File: config.mk
export PLATFORM = sky130hd
export DESIGN_NAME = jtag_scan_bridge
export DESIGN_NICKNAME = d
export VERILOG_FILES = /design/src/rtl/jtag_bridge_pkg.sv /design/src/rtl/jtag_shift_chain.sv /design/src/rtl/jtag_scan_bridge.sv
export SDC_FILE = /design/constraint.sdc
export NUM_CORES = 1
export LEC_CHECK = 0
export CAP_MARGIN = 0
export CORE_UTILIZATION = 56
export CTS_CLUSTER_DIAMETER = 40
export DETAILED_ROUTE_END_ITERATION = 12
export DONT_BUFFER_PORTS = 1
export PLACE_DENSITY = 0.74
export REMOVE_ABC_BUFFERS = 1
export SKIP_CTS_REPAIR_TIMING = 1
export SLEW_MARGIN = 20
export SYNTH_ARGS = -nofsm -noshare
export SYNTH_HDL_FRONTEND = slang
export SYNTH_SLANG_ARGS = --single-unit
File: constraint.sdc
create_clock -name tck -period 1.6 [get_ports tck]
set_input_delay 0.16 -clock tck [delete_from_list [all_inputs] [get_ports tck]]
set_output_delay 0.16 -clock tck [all_outputs]
set_load 0.01 [all_outputs]
File: src/rtl/jtag_bridge_pkg.sv
// Shared definitions for the virtual-JTAG scan bridge: instruction codes,
// status/counter widths and the per-instruction chain length.
package jtag_bridge_pkg;

    typedef enum logic [2:0] {
        INSTR_BYPASS = 3'd0,
        INSTR_WRITE  = 3'd1,
        INSTR_READ   = 3'd2,
        INSTR_RW     = 3'd3,
        INSTR_STATUS = 3'd4
    } instr_t;

    localparam int STATUS_W = 16;
    localparam int CNT_W    = 7;

    function automatic int chain_len(input instr_t instr, input int n_in, input int n_out);
        case (instr)
            INSTR_WRITE:  return n_in;
            INSTR_READ:   return n_out;
            INSTR_RW:     return (n_in > n_out) ? n_in : n_out;
            INSTR_STATUS: return STATUS_W;
            default:      return 1;
        endcase
    endfunction

    // Codes 5..7 are unassigned and fold onto BYPASS.
    function automatic instr_t decode_instr(input logic [2:0] code);
        if (code > 3'd4) begin
            return INSTR_BYPASS;
        end
        return instr_t'(code);
    endfunction

endpackage

File: src/rtl/jtag_shift_chain.sv
// W-bit scan chain: parallel capture of the DUT result and right shift with
// an instruction-dependent insertion point.
module jtag_shift_chain
    import jtag_bridge_pkg::*;
#(
    parameter int N_IN  = 8,
    parameter int N_OUT = 6
) (
    input  logic                                   tck,
    input  logic                                   reset,
    input  logic                                   capture_en,
    input  logic                                   shift_en,
    input  logic [2:0]                             instr,
    input  logic                                   tdi,
    input  logic [N_OUT-1:0]                       dut_output,
    output logic [((N_IN > N_OUT) ? N_IN : N_OUT)-1:0] chain
);

    localparam int W = (N_IN > N_OUT) ? N_IN : N_OUT;

    logic [W-1:0] chain_q;
    logic [W-1:0] chain_d;

    always_comb begin
        chain_d = chain_q;
        if (capture_en) begin
            case (instr)
                INSTR_READ, INSTR_RW: begin
                    chain_d                = '0;
                    chain_d[N_OUT-1:0]     = dut_output;
                end
                INSTR_WRITE: chain_d = '0;
                default: ;
            endcase
        end else if (shift_en) begin
            // Each instruction inserts at the top of its own chain length.
            case (instr)
                INSTR_WRITE: begin
                    chain_d           = chain_q >> 1;
                    chain_d[N_IN-1]   = tdi;
                end
                INSTR_READ: begin
                    chain_d           = chain_q >> 1;
                    chain_d[N_OUT-1]  = 1'b0;
                end
                INSTR_RW: begin
                    chain_d           = chain_q >> 1;
                    chain_d[W-1]      = tdi;
                end
                default: ;
            endcase
        end
    end

    always_ff @(posedge tck or posedge reset) begin
        if (reset) begin
            chain_q <= '0;
        end else begin
            chain_q <= chain_d;
        end
    end

    assign chain = chain_q;

endmodule

File: src/rtl/jtag_scan_bridge.sv
// Virtual-JTAG scan bridge between v_jtag TDI/TDO and DUT parallel vectors.
// Optional scan-length checking is enabled with `define SCAN_LEN_CHECK_EN.
module jtag_scan_bridge
    import jtag_bridge_pkg::*;
#(
    parameter int N_IN  = 8,
    parameter int N_OUT = 6,
    parameter int IR_W  = 3
) (
    input  logic             tck,
    input  logic             reset,
    input  logic             tdi,
    output logic             tdo,
    input  logic [IR_W-1:0]  ir_in,
    input  logic             cdr,
    input  logic             sdr,
    input  logic             udr,
    output logic [N_IN-1:0]  dut_input,
    input  logic [N_OUT-1:0] dut_output,
    output logic             dut_strobe,
    output logic [4:0]       state_out
);

    localparam int W = (N_IN > N_OUT) ? N_IN : N_OUT;

    logic update_en;
    logic capture_en;
    logic shift_en;
    assign update_en  = udr;
    assign capture_en = cdr & ~udr;
    assign shift_en   = sdr & ~udr & ~cdr;

    instr_t ir_mode;
    instr_t mode_q, mode_d;
    instr_t chain_instr;
    assign ir_mode     = decode_instr(ir_in[2:0]);
    assign chain_instr = capture_en ? ir_mode : mode_q;

    logic [W-1:0] chain;

    jtag_shift_chain #(
        .N_IN  (N_IN),
        .N_OUT (N_OUT)
    ) u_chain (
        .tck        (tck),
        .reset      (reset),
        .capture_en (capture_en),
        .shift_en   (shift_en),
        .instr      (chain_instr),
        .tdi        (tdi),
        .dut_output (dut_output),
        .chain      (chain)
    );

    logic                bypass_q, bypass_d;
    logic [STATUS_W-1:0] status_q, status_d;
    logic [7:0]          upd_cnt_q, upd_cnt_d;
    logic [N_IN-1:0]     dut_input_q, dut_input_d;
    logic                dut_strobe_q, dut_strobe_d;
    logic                err;
    logic                len_ok;
    logic                write_update;
    logic                accept;

    assign write_update = update_en & ((mode_q == INSTR_WRITE) | (mode_q == INSTR_RW));
    assign accept       = write_update & len_ok;

`ifdef SCAN_LEN_CHECK_EN
    logic [CNT_W-1:0] cnt_q, cnt_d;
    logic             err_q, err_d;

    always_comb begin
        cnt_d = cnt_q;
        if (capture_en) begin
            cnt_d = '0;
        end else if (shift_en && (cnt_q != {CNT_W{1'b1}})) begin
            cnt_d = cnt_q + CNT_W'(1);
        end
    end

    assign len_ok = (cnt_q == CNT_W'(chain_len(mode_q, N_IN, N_OUT)));

    // Sticky error: set by a short/long write scan, cleared by STATUS bit 15.
    always_comb begin
        err_d = err_q;
        if (write_update && !len_ok) begin
            err_d = 1'b1;
        end else if (update_en && (mode_q == INSTR_STATUS) && status_q[STATUS_W-1]) begin
            err_d = 1'b0;
        end
    end

    always_ff @(posedge tck or posedge reset) begin
        if (reset) begin
            cnt_q <= '0;
            err_q <= 1'b0;
        end else begin
            cnt_q <= cnt_d;
            err_q <= err_d;
        end
    end

    assign err = err_q;
`else
    assign len_ok = 1'b1;
    assign err    = 1'b0;
`endif

    always_comb begin
        mode_d       = mode_q;
        bypass_d     = bypass_q;
        status_d     = status_q;
        upd_cnt_d    = upd_cnt_q;
        dut_input_d  = dut_input_q;
        dut_strobe_d = accept;
        if (update_en) begin
            if (accept) begin
                dut_input_d = chain[N_IN-1:0];
                upd_cnt_d   = upd_cnt_q + 8'd1;
            end
        end else if (capture_en) begin
            mode_d = ir_mode;
            if (ir_mode == INSTR_STATUS) begin
                status_d = {err, 7'b0, upd_cnt_q};
            end
            if (ir_mode == INSTR_BYPASS) begin
                bypass_d = 1'b0;
            end
        end else if (shift_en) begin
            if (mode_q == INSTR_STATUS) begin
                status_d = {tdi, status_q[STATUS_W-1:1]};
            end
            if (mode_q == INSTR_BYPASS) begin
                bypass_d = tdi;
            end
        end
    end

    always_ff @(posedge tck or posedge reset) begin
        if (reset) begin
            mode_q       <= INSTR_BYPASS;
            bypass_q     <= 1'b0;
            status_q     <= '0;
            upd_cnt_q    <= '0;
            dut_input_q  <= '0;
            dut_strobe_q <= 1'b0;
        end else begin
            mode_q       <= mode_d;
            bypass_q     <= bypass_d;
            status_q     <= status_d;
            upd_cnt_q    <= upd_cnt_d;
            dut_input_q  <= dut_input_d;
            dut_strobe_q <= dut_strobe_d;
        end
    end

    always_comb begin
        case (mode_q)
            INSTR_BYPASS: tdo = bypass_q;
            INSTR_STATUS: tdo = status_q[0];
            default:      tdo = chain[0];
        endcase
    end

    assign dut_input  = dut_input_q;
    assign dut_strobe = dut_strobe_q;
    assign state_out  = {mode_q, err, dut_strobe_q};

    // Chain bits above N_IN only matter through the shift path.
    logic unused_chain;
    assign unused_chain = ^chain;

    if (IR_W > 3) begin : g_ir_upper
        logic unused_ir;
        assign unused_ir = ^ir_in[IR_W-1:3];
    end

endmodule

---- Word level (Yosys, flattened, before mapping) ----
Cells that the tools add are included.
cells by class
  bitwise operators ....................... 7
  equality and inequality tests ........... 10
  add/subtract/negate cells ............... 1
  magnitude comparators ................... 1
  reduce and logical (&&, ||, !) cells .... 12
  muxes and demuxes ....................... 17
operator list
  kind                                                   count
  two-way mux 16 bit                                     4
  one-hot mux 8 bit (2 select lines)                     2
  two-way mux 8 bit                                      2
  equality test 3 x 2 -> 1 bit, second input constant    3
  two-way mux 3 bit                                      3
  adder 8 x 1 -> 8 bit, second input constant            1
  AND reduction 4 bit                                    2
  equality test 3 x 1 -> 1 bit, second input constant    2
  equality test 3 bit, second input constant             2
  zero test 3 bit                                        2
  nonzero test 2 bit                                     3
  two-way mux 1 bit                                      5
  AND 1 bit                                              4
  inequality test 2 x 1 -> 1 bit, second input constant  2
  OR reduction 2 bit                                     2
  greater-than comparator 3 bit, second input constant   1
  inequality test 3 x 1 -> 1 bit, second input constant  1
  AND reduction 3 bit                                    1
  nonzero test 3 bit                                     1
  NOT 1 bit                                              2
  one-hot mux 1 bit (2 select lines)                     1
  AND reduction 2 bit                                    1
  OR 1 bit                                               1
word-level totals
  logic and storage cells ................. 55
  output and inout bits ................... 15
  bits of input ports ..................... 15
  register bits after elaboration ......... 45

---- Longest topological paths before layout ----
  word-level depth ........................ 9
  gate-level depth with buffers ........... 6
  depth with buffers taken out ............ 5

---- Cells and area by module ----
Synthesis repeated with hierarchy kept, for this count alone.
second synthesis, totals
  cell total of the unflattened synthesis .. 194
  area total of the unflattened synthesis .. 2060.7 um2
by module, submodules not included
  module            sequential area each (um2)  cells each  area an instance (um2)  instances
  jtag_scan_bridge  925.9                       154         1634.1                  1
  jtag_shift_chain  200.2                       40          426.7                   1

---- Least setup slack after synthesis ----
OpenSTA, ideal clock, no wires.
  kind .................................... register to register
  start point ............................. register mode_q[0]
  end point ............................... register u_chain.chain_q[0] (netlist: u_chain.chain[0])
  buffers on the path ..................... 0
  stages on the path, launching flop included .. 5
  setup time .............................. 0.125 ns
  setup slack ............................. -0.073 ns
  required time ........................... 1.475 ns
  period minus slack after synthesis ...... 1.673 ns
  arrival ................................. 1.548 ns
  path through ............................ dfrtp_1 > inv_1 > mux2_4 > a211oi_4 > mux2_2
on the way
  word-level cells in the longest chain between the ends .. 5
  elaborated cells on any way between the ends .. 11
  those cells by class .................... eq/ne (4); mux (3); reduce/logical (4)
ends and longest elaborated chain
  what                                                                                 RTL line                                        text
  start, declared                                                                      jtag_scan_bridge.sv:34                          instr_t mode_q, mode_d;
  start signal, assigned                                                               jtag_scan_bridge.sv:148                         mode_q <= mode_d;
  two-way mux 3 bit *                                                                  n/a
  equality test 3 x 2 -> 1 bit / equality test 3 x 1 -> 1 bit (equally long branches)  jtag_shift_chain.sv:27, jtag_shift_chain.sv:37
  OR reduction 2 bit, on equally long branches                                         n/a
  inequality test 3 x 1 -> 1 bit (no line), or another cell as far along               n/a
  AND reduction 3 bit (no line) / two-way mux 8 bit (equally long branches)            n/a
  end signal, assigned                                                                 jtag_shift_chain.sv:59                          chain_q <= chain_d;
  end, declared                                                                        jtag_shift_chain.sv:21                          logic [W-1:0] chain_q;
Mark *: on every way between the ends. The rest lies on a longest branch, timed or not. The select of a mux whose other input is x is not followed.
A chain may end at the register's enable or synchronous reset.

---- Worst setup path after layout ----
  start point ............................. register mode_q[1]
  end point ............................... register u_chain.chain_q[4] (netlist: u_chain.chain[4])
The elaborated chain is that of the path after synthesis.

==> impl_results.md <==
- Status: complete, no violations
- DR WL/cell: 15.6 um
- Worst-Skew Late Latency: 0.35 ns
- CP Capture Type: register
- Initial antenna violation count: 0
- Max Clk Rate: 631 MHz
- CTS tree: built
- Nets: 218
- # rows: 21
- Vias/cell: 5.55
- Worst slew margin: 46.0%
- Starting Density: 59.2%
- Root buffer cell: clkbuf_4
- Most frequent cells in the layout: 45 x dfrtp_1, 29 x nand2_1, 16 x buf_4
- Number of synthesized register bits: 45
- Adder-Cell Fraction of Synth Area: 0.624%
- All-layer global routing usage: 22.8%
- Worst EP required: 1.86 ns
- Die Area: 3820 um^2
- Ratio of cells with drive above 1 in the final layout: 22.7%
- CP cell instances: inv_1, mux2_4, a211oi_4, buf_6, mux2_4
- Die width: 61.8 um
- Hold-critical path endpoint: bypass_q$_DFFE_PP0P_
- Pleak: 1.17 nW
- Mean Syn Cell Area: 11.1 um^2
- Post-synthesis mux area share: 10.4%
- FF-to-FF Start: mode_q[1]$_DFFE_PP0N_
- CP top delay family: multiplexers
- Clock Pin Slew Worst Setup and Hold Paths: 0.13 ns
- MaxCap Viol Count: 0
- Diode count: 0
- Power, Total: 3.19 mW
- Cell mode on critical path: mux2_4
- Yosys top cell by area: dfrtp_1
- Num CTS Buffers: 5
- Post-synthesis cell type count: 33
- Routed Antenna Nets: 0
- CP peak stage delay: 0.42 ns
- Fin crit share: 99.0%
- Multi-input gate area: 852 um^2
- Largest net degree at the start of global routing: 25
- Io pins: 30
- Clock tree buffer depth: 2
- CP max FO: 8
- Die Height: 61.8 um
- H-tree depth: 2
- Sequential Area: 1130 um^2
- Register area share after synthesis: 56.1%
- Drc violations: 0
- Worst reg2reg path depth: 5
- Routed WL: 3880 um
- First-pass GRT wire length: 6110 um
- 1st-iter DRT viols: 56
- Pin slew with the least headroom to its limit: 0.805 ns
- Grt ovf: 0
- Fill cells: 254
- Hpwl dp: 2710 um
- Synth Cell Area: 2010 um^2
- R2r setup slk: 0.02 ns
- XOR/XNOR share of the synthesized area: 3.49%
- Placed cell areas: 2140 um^2
- Area of the core: 3390 um^2
- # port buffers: 0
- Hold path cells: 2
- RR Endpoint: u_chain.chain[4]$_DFFE_PP0P_
- Max-slew violations: 0
- Largest family of logic cells by synthesized area: simple AND/OR/NAND/NOR gates
- PD cells: 1350 nW/um^2
- Unrepaired setup endpoints after global routing: true
- Skew final: 0.0113 ns
- Buf/Inv on CP: 2
- Finished Cell Area: 2360 um^2
- Worst EP arrival: 1.84 ns
- Compound-Gate Fraction of Synth Area: 12.5%
- Total number of vias: 1383
- Final setup fails: 0
- Yosys top cell area share: 56.1%
- Peak supply drop: 0.764 mV
- Yosys warns: 0
- Synth area leaders: dfrtp_1 56%, nand2_1 5.4%, a22o_1 5.2%
- CP max stage cell: dfrtp_1
- CTS sink count: 45
- Commonest non-fill, non-tap cell in the layout: dfrtp_1
- Startpoint types: register
- HP Start: udr
- Post-synthesis cell count: 181
- Hold Crit Class: in -> reg
- Final RePlAce weighted congestion: 0.824
- Vias in the first global route: 1318
- Area grow syn2layout: 17.5%
- Hold Violations, Final: 0
- Drt pass-1 iters: 4
- Worst Path Class, Setup: reg -> reg
- Period minus WS final: 1.58 ns
- Simple logic cell fraction of the synthesized area: 13.0%
==> worst reg2reg max path: cells and delay by family, from the launching register on <==
kind / cells / cell delay [ns]
buffers and inverters: 2 / 0.24
flip-flops: 1 / 0.42
multiplexers: 2 / 0.59
AO/OA/AOI/OAI: 1 / 0.24
==> worst max-delay path by stage <==
stage	start	end	slack [ns]	cells after the start
4_1_cts	mode_q[0]$_DFFE_PP0N_	u_chain.chain[7]$_DFFE_PP0P_	-0.07	5
5_1_grt	mode_q[1]$_DFFE_PP0N_	status_q[7]$_DFFE_PP0P_	-0.04	6
2_1_floorplan	udr	u_chain.chain[0]$_DFFE_PP0P_	-0.22	4
3_5_place_dp	mode_q[0]$_DFFE_PP0N_	u_chain.chain[4]$_DFFE_PP0P_	-0.05	5
3_3_place_gp	mode_q[0]$_DFFE_PP0N_	u_chain.chain[2]$_DFFE_PP0P_	0.003	5
6_report	mode_q[1]$_DFFE_PP0N_	u_chain.chain[4]$_DFFE_PP0P_	0.02	5
==> flip-flops by register name, indices dropped and copies added (netlist names) <==
name / flops
bypass_q: 1
u_chain.chain: 8
upd_cnt_q: 8
dut_input: 8
status_q: 16
dut_strobe: 1
mode_q: 3
==> report_power, final <==
part           switching [mW]  internal [mW]  leakage (nW)  total, mW
Sequential              0.304           1.44         0.584       1.75
Combinational           0.319          0.390         0.538      0.709
Clock                   0.358          0.371        0.0445      0.729
Total                   0.981           2.21          1.17       3.19
==> cell usage after synthesis <==
cell and instances:
a211o_1 1, a211oi_4 1, a21o_1 1, a21oi_1 11, a22o_1 12, a32o_1 3
and2_1 2, buf_2 4, buf_4 2, clkbuf_1 2, conb_1 1, dfrtp_1 45
ha_1 1, inv_1 8, mux2_2 7, mux2_4 2, mux2i_1 10, nand2_1 29
nand2b_1 2, nand2b_2 1, nand3_1 1, nand3b_1 1, nand4_1 3, nor2_1 15
nor2b_1 1, nor3_1 2, nor4_1 1, o21ai_0 1, o21ba_2 1, o2bb2ai_1 1
or3b_2 1, xnor2_1 6, xor2_1 2
==> per-layer routing <==
metal / vias up / global-route usage, % / wire [um]
met5: - / 0 / 0
met4: 0 / 10.2 / 78
met3: 9 / 5.80 / 136
met2: 28 / 38.6 / 2030
met1: 687 / 27.5 / 1640
li1: 659 / - / -
==> final cells by class <==
type	instances	share of cell area, %
timing repair buffer	22	8.60
multi-input combinational	120	36.1
sequential	45	47.8
clock inverter	2	1.59
inverter	8	1.27
tap	46	2.44
clock buffer	6	2.18
==> stage by stage <==
stage | instances | worst slack (ns) | util [%] | TNS [ns] | hold WS, ns
finish | 249 | 0.0164 | 69.5 | 0 | 0.0338
global route | 249 | -0.0375 | 69.5 | -0.269 | 0.0305
CTS | 240 | -0.0651 | 65.9 | -0.426 | -0.271
floorplan | 173 | -0.218 | - | -1.59 | 0.321
detailed placement | 232 | -0.0496 | 63.2 | -0.279 | 0.136
global placement | 232 | 0.00324 | 63.2 | 0 | 0.124
==> cells by family after synthesis <==
group                      count (synthesis)
buffers and inverters                     16
AOI/OAI and AO/OA                         32
muxes                                     19
DFF                                       45
xor gates and xnor gates                   8
other                                      1
adders and majority gates                  1
and+or+nand+nor                           59
Power figures use the tool's default switching activity.
